===== config.mk =====
export PLATFORM = sky130hd
export DESIGN_NAME = picosoc_memdma
export DESIGN_NICKNAME = d
export VERILOG_FILES = /design/src/rtl/picosoc_memdma.sv
export SDC_FILE = /design/constraint.sdc
export NUM_CORES = 1
export LEC_CHECK = 0
export ABC_AREA = 1
export ABC_CLOCK_PERIOD_IN_PS = 1800
export BUFFER_PORTS_ARGS = -buffer_cell sky130_fd_sc_hd__buf_4
export CORE_UTILIZATION = 40
export DETAILED_ROUTE_END_ITERATION = 16
export PLACE_DENSITY = 0.61
export SLEW_MARGIN = 10
export SYNTH_ARGS = -nofsm -noshare
export SYNTH_HDL_FRONTEND = slang
export SYNTH_SLANG_ARGS = --single-unit

===== constraint.sdc =====
create_clock -name clk -period 1.8 [get_ports clk]
set_input_delay 0.27 -clock clk [delete_from_list [all_inputs] [get_ports clk]]
set_output_delay 0.27 -clock clk [all_outputs]
set_load 0.02 [all_outputs]

===== src/rtl/picosoc_memdma.sv =====
// rtl/picosoc_memdma.sv - FILL/COPY bus initiator for the picosoc SRAM word port
// Single-command engine; memory port outputs are decoded from the current state.
module picosoc_memdma #(
  parameter int ADDR_W = 22,
  parameter int LEN_W  = 16
) (
  input  logic              clk,
  input  logic              resetn,
  input  logic              cmd_valid,
  output logic              cmd_ready,
  input  logic              cmd_op,
  input  logic [ADDR_W-1:0] cmd_src,
  input  logic [ADDR_W-1:0] cmd_dst,
  input  logic [LEN_W-1:0]  cmd_len,
  input  logic [31:0]       cmd_pattern,
  input  logic              abort,
  output logic              busy,
  output logic              done,
  output logic              aborted,
  output logic [LEN_W-1:0]  words_done,
  output logic [3:0]        mem_wen,
  output logic [ADDR_W-1:0] mem_addr,
  output logic [31:0]       mem_wdata,
  input  logic [31:0]       mem_rdata
);

  localparam logic [2:0] S_IDLE = 3'd0;
  localparam logic [2:0] S_FILL = 3'd1;
  localparam logic [2:0] S_CRD  = 3'd2;
  localparam logic [2:0] S_CWR  = 3'd3;
  localparam logic [2:0] S_FIN  = 3'd4;

  localparam logic [ADDR_W-1:0] ADDR_ONE = ADDR_W'(1);
  localparam logic [LEN_W-1:0]  LEN_ONE  = LEN_W'(1);

  logic [2:0]        r_state;
  logic [ADDR_W-1:0] r_src;
  logic [ADDR_W-1:0] r_dst;
  logic [LEN_W-1:0]  r_rem;
  logic [LEN_W-1:0]  r_words;
  logic [31:0]       r_pattern;
  logic              r_aborted;

  logic w_accept;
  logic w_last;

  assign w_accept = cmd_valid && (r_state == S_IDLE);
  // Natural completion takes priority over a coincident abort on the final word.
  assign w_last   = (r_rem == LEN_ONE);

  always_ff @(posedge clk) begin
    if (!resetn) begin
      r_state   <= S_IDLE;
      r_src     <= '0;
      r_dst     <= '0;
      r_rem     <= '0;
      r_words   <= '0;
      r_pattern <= '0;
      r_aborted <= 1'b0;
    end else begin
      case (r_state)
        S_IDLE: begin
          if (w_accept) begin
            r_src     <= cmd_src;
            r_dst     <= cmd_dst;
            r_rem     <= cmd_len;
            r_pattern <= cmd_pattern;
            r_words   <= '0;
            r_aborted <= 1'b0;
            if (cmd_len == '0)
              r_state <= S_FIN;
            else if (cmd_op)
              r_state <= S_CRD;
            else
              r_state <= S_FILL;
          end
        end
        S_FILL: begin
          r_dst   <= r_dst + ADDR_ONE;
          r_words <= r_words + LEN_ONE;
          r_rem   <= r_rem - LEN_ONE;
          if (w_last) begin
            r_state <= S_FIN;
          end else if (abort) begin
            r_state   <= S_FIN;
            r_aborted <= 1'b1;
          end
        end
        S_CRD: begin
          r_src <= r_src + ADDR_ONE;
          if (abort) begin
            r_state   <= S_FIN;
            r_aborted <= 1'b1;
          end else begin
            r_state <= S_CWR;
          end
        end
        S_CWR: begin
          r_dst   <= r_dst + ADDR_ONE;
          r_words <= r_words + LEN_ONE;
          r_rem   <= r_rem - LEN_ONE;
          if (w_last) begin
            r_state <= S_FIN;
          end else if (abort) begin
            r_state   <= S_FIN;
            r_aborted <= 1'b1;
          end else begin
            r_state <= S_CRD;
          end
        end
        S_FIN:   r_state <= S_IDLE;
        default: r_state <= S_IDLE;
      endcase
    end
  end

  // COPY write data comes straight from the registered memory output.
  always_comb begin
    mem_wen   = 4'h0;
    mem_addr  = '0;
    mem_wdata = '0;
    case (r_state)
      S_FILL: begin
        mem_wen   = 4'hF;
        mem_addr  = r_dst;
        mem_wdata = r_pattern;
      end
      S_CRD: begin
        mem_addr = r_src;
      end
      S_CWR: begin
        mem_wen   = 4'hF;
        mem_addr  = r_dst;
        mem_wdata = mem_rdata;
      end
      default: begin
        mem_wen = 4'h0;
      end
    endcase
  end

  assign cmd_ready  = (r_state == S_IDLE);
  assign busy       = (r_state == S_FILL) || (r_state == S_CRD) || (r_state == S_CWR);
  assign done       = (r_state == S_FIN);
  assign aborted    = (r_state == S_FIN) && r_aborted;
  assign words_done = r_words;

endmodule

==> results.yml <==
clock_tree:
  cts_max_level: 3
  cts_buffers: 9
  clock-root-buffer: "clkbuf_16"
  clock_sinks: 112
  worstSkewPairLatency_ns: 0.36
  clkSlewWorstSetupHoldPaths_ns: 0.08
  clockBufferDepth: 2
  cts_tree: "yes"
global_routing:
  antenna_found_initial: 0
  grt.overflow.total: 0
  grt_max_degree: 60
  grt_use_total_pct: 25.9
  grt_pass1_vias: 7444
  grt_pass1_wl_um: 37000
hold_path:
  hp-class: "in2reg"
finish:
  multi_input_area_um2: 4270
  final_common_cell: "nand2_1"
  layout-drive-gt1-share_pct: 26.9
  n_fill_cell: 1646
  area_delta_synth_final_pct: 47.8
  antennaDiodeCount: 0
  final_net_count: 1532
  regArea_um2: 2250
  layout_common_cells: "nand2_1, buf_4, nor2_1"
  instances_no_fill: 1623
die:
  die_height_um: 133
  start_util_pct: 41.3
  fp.dieW_um: 133
  std_cell_rows: 47
  dieArea_um2: 17800
  coreArea_um2: 16700
  io_pins: 207
route:
  wl_per_cell_um: 14.6
  firstDrtPassIters: 5
  vias: 8174
  routed_wl_um: 23800
  final_antenna_net_count: 0
  dr.first_iter.drc_count: 596
  route.detailed.drc: 0
  vias_per_cell: 5.04
synthesis:
  synth_cell_types: 33
  yosysTopAreaCell: "dfxtp_1"
  ys_ff_latch: 112
  synth-warning-count: 0
  syn_avg_cell_area_um2: 5.95
  synth_nets: 1295
  ys_top_cells_by_area: "dfxtp_1, nand2_1, o21ai_0"
  syn-instance-count: 1161
  synth_top_area_share_pct: 32.5
  syn_area_um2: 6900
  synth_seq_area_share_pct: 32.5
timing:
  min_period_over_period_pct: 104
  fin_ws_ns: -0.0643
  drv_slew: 0
  setup_violations: 50
  clock-skew-final_ns: 0.00777
  max_freq_mhz: 536
  tightest_slew_ns: 0.498
  rsz0062_at_grt: "yes"
  period_minus_slack_ns: 1.86
  hold_viol: 0
  slew_headroom_pct: 66.8
run_status:
  violations: "setup timing"
  outcome: "finished with violations"
worst_setup_path:
  cpPeakStageDelay_ns: 0.37
  cp_slowest_cell: "dfxtp_4"
  critPathKind: "reg2out"
  critPathMaxFanout: 8
  crit_chain: "buf_6, nand2_8, nor2_4, inv_4, clkbuf_16, o21ai_1, buf_4"
  critPathBufInv: 4
  cp_top_family: "buffers and inverters"
  worst_ep_required_time_ns: 1.53
  arrival_ns: 1.59
  cp-end-kind: "primary output"
  start_kind: "register"
placed_design:
  port_buffers: 206
  dp.cells: 1573
  dp_slack_ns: 0.0759
  hpwlAfterDp_um: 16600
  gp_congestion: 0.854
power_and_ir_drop:
  ir_drop_uv: 573
  leakage_nw: 4.61
  p_per_area_nw_per_um2: 873
run:
  max-cap-violations: 0
-- final timing paths --
kind | from | to | slack [ns] | cells after the start
max | r_state[0] | mem_wdata[21] | -0.06 | 7
max reg2reg | r_state[2] | r_dst[18] | 0.14 | 10
min reg2reg | r_pattern[24] | r_pattern[24] | 0.46 | 2
min | cmd_pattern[6] | r_pattern[6] | 0.19 | 3
-- registers in the layout (all words and copies together), names as in the netlist --
register	cells
r_aborted	1
r_dst	22
r_pattern	32
r_rem	16
r_src	22
r_state	3
words_done	16
-- logic make-up (layout without fill, tap and decap cells) --
logic type      count (synthesis)  count (layout)  share of synthesized area [%]
simple gates                  574             574                           34.3
compound gates                258             258                           20.0
buf+inv                       210             452                           12.1
flops                         112             112                           32.5
fa+ha+maj                       5               5                          0.906
xor+xnor                        2               2                          0.254
-- cell type report --
class                      instances  share of cell area (%)
clock buffer                      10                    2.24
clock inverter                     6                   0.883
inverter                         153                    5.82
multi-input combinational        839                    41.9
sequential                       112                    22.1
tap                              220                    2.70
timing repair buffer             283                    24.4
-- Yosys cell counts --
cell type,count
o21a_1,2
nand4_1,18
a31oi_1,13
and3_1,1
nand2_1,289
dfxtp_1,112
nor2_2,5
nor3_1,14
nor4_1,1
o211ai_1,6
a21oi_1,67
buf_1,1
inv_2,3
clkbuf_1,25
or2_2,2
nand2_2,2
buf_4,4
o22ai_1,15
a211oi_1,2
clkinv_1,1
nor2_1,157
nand3_2,1
xor2_1,2
inv_1,149
a41oi_1,3
o221ai_1,2
buf_2,27
o21bai_1,3
nand3_1,79
and2_1,1
o21ai_0,145
nand3b_1,4
ha_1,5
-- metrics by stage --
stage | power [W] | cell area (um^2) | hold WS [ns] | setup TNS [ns] | util [%]
finish | 0.00892 | 10200 | 0.187 | -2.08 | 61.1
global route | 0.00949 | 10200 | 0.183 | -5.59 | 61.1
CTS | 0.00869 | 9830 | 0.175 | -2.10 | 58.9
detailed placement | 0.00613 | 8890 | 0.440 | 0 | 53.2
global placement | 0.00611 | 8890 | 0.437 | 0 | 53.2
floorplan | 0.00497 | 6900 | 0.425 | 0 | -
-- where the power goes --
| part | total [W] | switching, W | internal [W] | leakage [nW] |
|---|---|---|---|---|
| Sequential | 0.00319 | 0.000332 | 0.00285 | 0.926 |
| Combinational | 0.00352 | 0.00208 | 0.00144 | 3.53 |
| Clock | 0.00221 | 0.000981 | 0.00123 | 0.153 |
| Total | 0.00892 | 0.00339 | 0.00552 | 4.61 |
-- layer usage --
| layer | part of all wire [%] | global-route usage [%] | up-vias | routed length, um |
|---|---|---|---|---|
| li1 | - | - | 4227 | - |
| met1 | 44 | 32.0 | 3728 | 10500 |
| met2 | 49 | 45.1 | 201 | 11700 |
| met3 | 5.1 | 5.78 | 18 | 1210 |
| met4 | 1.5 | 7.13 | 0 | 346 |
| met5 | 0 | 0 | - | 0 |
-- timing repair --
item / 4_1_cts / 5_1_grt
hold buffers: 0 / 0
resized for setup: 123 / 83
cloned: 2 / 2
buffers inserted: 27 / 5
pin swaps: 7 / 7
hold endpoints to repair: 0 / 0
setup endpoints to repair: 58 / 117
-- worst register-to-register path: stages (launching register included) --
cell      delay (ns)
dfxtp_2         0.35
clkinv_4        0.09
buf_4           0.14
buf_4           0.15
nand3_4         0.18
nand2_4         0.15
buf_12          0.20
o21ai_0         0.17
inv_1           0.05
nand2_1         0.06
inv_1           0.03
Power figures use the tool's default switching activity.
